[src/rtl/bvudiv_skolem_checker_udiv.sv]
`default_nettype none
// ---------------------------------------------------------------------------
// udiv_restoring : W-bit sequential restoring divider, one quotient bit/step
// rev 1.0
// ---------------------------------------------------------------------------
module udiv_restoring #(
   parameter int W = 4
) (
   input  logic         clk,
   input  logic         rst,
   input  logic         load,
   input  logic         step,
   input  logic [W-1:0] dividend,
   input  logic [W-1:0] divisor,
   output logic [W-1:0] quotient,
   output logic [W:0]   remainder
);

   logic [W-1:0] r_divisor;
   logic [W:0]   w_rem_shift;
   logic [W:0]   w_rem_sub;
   logic         w_ge;

   // A zero divisor makes w_ge always true, so every quotient bit comes out 1.
   assign w_rem_shift = {remainder[W-1:0], quotient[W-1]};
   assign w_ge        = (w_rem_shift >= {1'b0, r_divisor});
   assign w_rem_sub   = w_rem_shift - {1'b0, r_divisor};

   always_ff @(posedge clk or posedge rst) begin
      if (rst) begin
         quotient  <= '0;
         remainder <= '0;
         r_divisor <= '0;
      end else if (load) begin
         quotient  <= dividend;
         remainder <= '0;
         r_divisor <= divisor;
      end else if (step) begin
         quotient  <= (quotient << 1) | W'(w_ge);
         remainder <= w_ge ? w_rem_sub : w_rem_shift;
      end
   end

endmodule
`default_nettype wire

[config.mk]
export PLATFORM = sky130hd
export DESIGN_NAME = udiv_restoring
export DESIGN_NICKNAME = d
export VERILOG_FILES = /design/src/rtl/bvudiv_skolem_checker_udiv.sv
export SDC_FILE = /design/constraint.sdc
export NUM_CORES = 1
export LEC_CHECK = 0
export ABC_AREA = 1
export ABC_CLOCK_PERIOD_IN_PS = 3400
export BUFFER_PORTS_ARGS = -buffer_cell sky130_fd_sc_hd__buf_2
export CORE_MARGIN = 1.5
export CORE_UTILIZATION = 54
export DETAILED_ROUTE_END_ITERATION = 10
export PLACE_DENSITY = 0.91
export SETUP_SLACK_MARGIN = 0.15
export SLEW_MARGIN = 10
export SYNTH_ARGS = -nofsm -noshare
export SYNTH_HDL_FRONTEND = slang
export SYNTH_SLANG_ARGS = --single-unit
[constraint.sdc]
create_clock -name clk -period 3.4 [get_ports clk]
set_clock_uncertainty 0.2 [all_clocks]
set_input_delay 0.68 -clock clk [delete_from_list [all_inputs] [get_ports clk]]
set_output_delay 0.68 -clock clk [all_outputs]
set_load 0.02 [all_outputs]
# After elaboration in Yosys (flattened, before gate mapping)
# Index checks and enable logic that the tools add are counted.
totals:
  reg_bits: 13
  input_bits: 12
  output_inout_bits: 9
  elab_cells: 12
op_classes:
  addsub: 1
  n_lt_le_gt_ge: 1
  n_mux: 5
  bitwise: 1
  reduce_logical: 1
ops:
  columns: ["op", "count"]
  rows:
  - ["2-to-1 mux 5 bit", 3]
  - ["2-to-1 mux 4 bit", 2]
  - [">= comparator 5 x 4 -> 1 bit", 1]
  - ["subtractor 5 x 4 -> 5 bit", 1]
  - ["bitwise OR 4 x 1 -> 4 bit", 1]
  - ["nonzero test 2 bit", 1]

# Longest topological paths before layout
logic_depth:
  depth_word: 4
  mapped_depth: 11
  mapped_depth_nobuf: 11

# Worst setup path before layout
# No wires, ideal clock.
synth_path:
  kind: "flip-flop to flip-flop"
  from: "register quotient[3]"
  to: "register remainder[4]"
  setup_ns: 0.118
  arrival_ns: 1.520
  required_ns: 3.082
  path_slack_ns: 1.562
  stages_incl_launch_ff: 9
  path_buffers: 0
  synth_period_minus_slack_ns: 1.838
  path_cell_list: "dfrtp_1 inv_1 ha_1 fa_1 nand3b_1 nand3_1 nand2_1 nand4_1 nand2_1"
synth_via:
  elab_chain_cells: 4
  elab_cells_between_ends: 5
  classes_between: "1 x add/sub; 1 x order compare; 3 x mux"
synth_rtl:
  columns: ["element", "line", "text"]
  rows:
  - ["start, declared", "15", "output logic [W-1:0] quotient,"]
  - ["start signal, assigned", "35", "quotient <= dividend;"]
  - ["start signal, assigned", "39", "quotient <= (quotient << 1) | W'(w_ge);"]
  - ["subtractor 5 x 4 -> 5 bit / >= comparator 5 x 4 -> 1 bit (equally long branches)", "27, 26", null]
  - ["2-to-1 mux 5 bit (*)", "40", "remainder <= w_ge ? w_rem_sub : w_rem_shift;"]
  - ["2-to-1 mux 5 bit (*)", "38", "end else if (step) begin"]
  - ["2-to-1 mux 5 bit (*)", "34", "end else if (load) begin"]
  - ["end signal, assigned", "40", null]
  - ["end, declared", "16", "output logic [W:0] remainder"]
# Every way passes the cells marked *; elsewhere a longest branch is shown, timed or not. The select of a mux whose other input is x is not followed.
# A chain may end at the register's enable or synchronous reset.

# Final worst setup path
# Ends and elaborated chain as after synthesis.

==> flow_summary.yaml <==
pwr:
  switching_share_pct: 47.9
  clkPwrFrac_pct: 12.5
  switchingPower_uw: 366
  leakagePower_uw: 0.000528
  p_total_uw: 765
  internal_power_uw: 398
  power.density_nw_per_um2: 797
  combPwrFrac_pct: 57.1
  vdd_drop_max_v: 0.000424
  sequentialPowerShare_pct: 30.4
setup_path:
  crit_path_end_kind: "flip-flop"
  r2r_setup_slack_ps: 1540
  required_ps: 3370
  r2r_start: "quotient[3]"
  crit_path_cell_trace: "inv_1, ha_1, fa_1, nand3b_1, nand3_1, nand2_1, nand4_1, nand2_1"
  critPathLaunchType: "flip-flop"
  max_stage_delay_ps: 410
  cp.arrival_ps: 1820
  path_buf_inv: 1
  reg2reg_to: "remainder[4]"
  crit_path_max_fanout: 3
  crit_top_cell: "nand2_1"
  critPathKind: "flip-flop to flip-flop"
  cpMaxStageDelayCell: "fa_1"
  crit_family: "adder cells"
  r2r_cells: 8
clock_network:
  cts_setup_buffers: 0
  cts.path.max_buffers: 2
  cts_hold_buf: 0
  clkLatencyLatePin_ps: 280
  clkTransAtPathRegs_ps: 80
  cts_made_buffers: 3
  htree_levels: 1
  cts_resized: 0
  cts.sinks: 13
  root_buffer: "clkbuf_4"
  tritoncts: "done"
grt:
  grt_overflow_total: 0
  grtUsageTotal_pct: 21.6
  antenna_found_initial: 0
  grt_pass1_vias: 689
  grt_pass1_wl_um: 2960
  grt_max_degree: 14
flow_run:
  maxCapViolCount: 0
floorplanning:
  die_height_um: 42.0
  ios: 21
  coreArea_um2: 1350
  rows: 13
  die_x_um: 42.0
  initial_core_util_pct: 60.7
  dieArea_um2: 1760
cells_and_area:
  drive_above_1_share_pct: 29.6
  fin_nets: 143
  utilization_pct: 71.1
  final_cell_mix: "38 x nand2_1, 20 x buf_2, 13 x dfrtp_1"
  finalNonFillerCells: 140
  seq_area_um2: 325
  final_common_cell: "nand2_1"
  multi_input_area_um2: 444
  syn_to_final_growth_pct: 17.1
  n_antenna_cell: 0
  fillers: 108
yosys:
  ys_seq_area_share_pct: 39.7
  yosys_warnings: 0
  synthArstFlopShare_pct: 100
  syn-num-nets: 119
  ys_types: 19
  synth_edf_count: 0
  synth_seq_cells: 13
  ys.flop_type: "dfrtp_1"
  netlist_area_um2: 820
  syn-instance-count: 102
  syn_avg_cell_area_um2: 8.03
timing:
  fin_ws_ps: 1540
  setup_viol: 0
  setup_tns_ps: 0
  slew_violations: 0
  fmax_ghz: 0.539
  post-route-period-util_pct: 54.6
  period_minus_slack_ps: 1860
  hold_viol: 0
  rsz0062_at_grt: "no"
  tightest_slew_ps: 496
  slew_headroom_pct: 66.9
routing:
  via_per_inst: 5.42
  drtPass1Iterations: 4
  routed_wirelength_um: 1740
  drcViolationCount: 0
  wl_per_cell_um: 12.4
  routed-via-count: 759
  ant_nets: 0
  drt_iter0_markers: 22
placement:
  preCtsSetupSlack_ps: 1590
  numPortBuffers: 20
  dp_hpwl_um: 1390
  place.gp.congestion: 0.834
  dp_cells: 136
run_status:
  status: "finished, final reports clean"
worst_hold_path:
  hp-class: "input port to asynchronous set/reset pin"
[area by class of cell]
| cell class | instances | share of cell area (%) |
|---|---|---|
| clock buffer | 4 | 2.74 |
| inverter | 12 | 4.69 |
| multi-input combinational | 76 | 46.3 |
| sequential | 13 | 33.9 |
| tap | 15 | 1.96 |
| timing repair buffer | 20 | 10.4 |
[cell usage after synthesis, types with 2 or more instances]
library cell / n / area, µm²
o21ai_0: 3 / 15.0
dfrtp_1: 13 / 325
nand3b_1: 2 / 15.0
inv_1: 10 / 37.5
nor2_4: 4 / 45.0
nand3_1: 12 / 60.1
ha_1: 4 / 50.1
inv_2: 2 / 7.51
nand2_2: 4 / 25.0
nand4_1: 2 / 12.5
nand2_1: 38 / 143
[state kept, by name, indices dropped and copies added (netlist names)]
signal     flops
remainder      5
r_divisor      4
quotient       4
[how the worst max path moves through the flow]
| stage | startpoint | endpoint | slack, ps | cells past startpoint |
|---|---|---|---|---|
| floorplan | quotient[3] | remainder[4] | 1560 | 8 |
| global placement | quotient[3] | remainder[4] | 1600 | 8 |
| detailed placement | quotient[3] | remainder[4] | 1590 | 8 |
| CTS | quotient[3] | remainder[4] | 1560 | 8 |
| global route | quotient[3] | remainder[4] | 1430 | 8 |
| finish | quotient[3] | remainder[4] | 1540 | 8 |
[per-stage QoR]
stage          area, µm²  hold WS [ps]
6_report             960           207
2_1_floorplan        820           285
4_1_cts              960           224
5_1_grt              960           264
3_5_place_dp         933           276
3_3_place_gp         933           281
[cells by family after synthesis]
family          Yosys count  share of synthesized area [%]
compound gates            3                           1.83
xor+xnor                  1                           1.07
fa+ha+maj                 5                           8.55
buf+inv                  13                           6.11
flops                    13                           39.7
mux                       1                           1.37
simple gates             66                           41.4
[power groups by stage]
stage	Combinational, µW	Clock, µW	Sequential [µW]
after global placement	422	0	233
after floorplan	293	0	271
after global routing	486	98.6	238
after CTS	436	92.9	232
after detailed placement	434	0	234
final	437	95.6	232
[metal layers]
layer,global-route usage (%),share of wire [%],vias to the layer above
li1,-,-,368
met5,0,0,-
met1,28.9,41,346
met2,36.9,51,39
met4,7.74,1.7,0
met3,1.30,6.0,6
No activity file was read; power rests on OpenSTA's default activity.
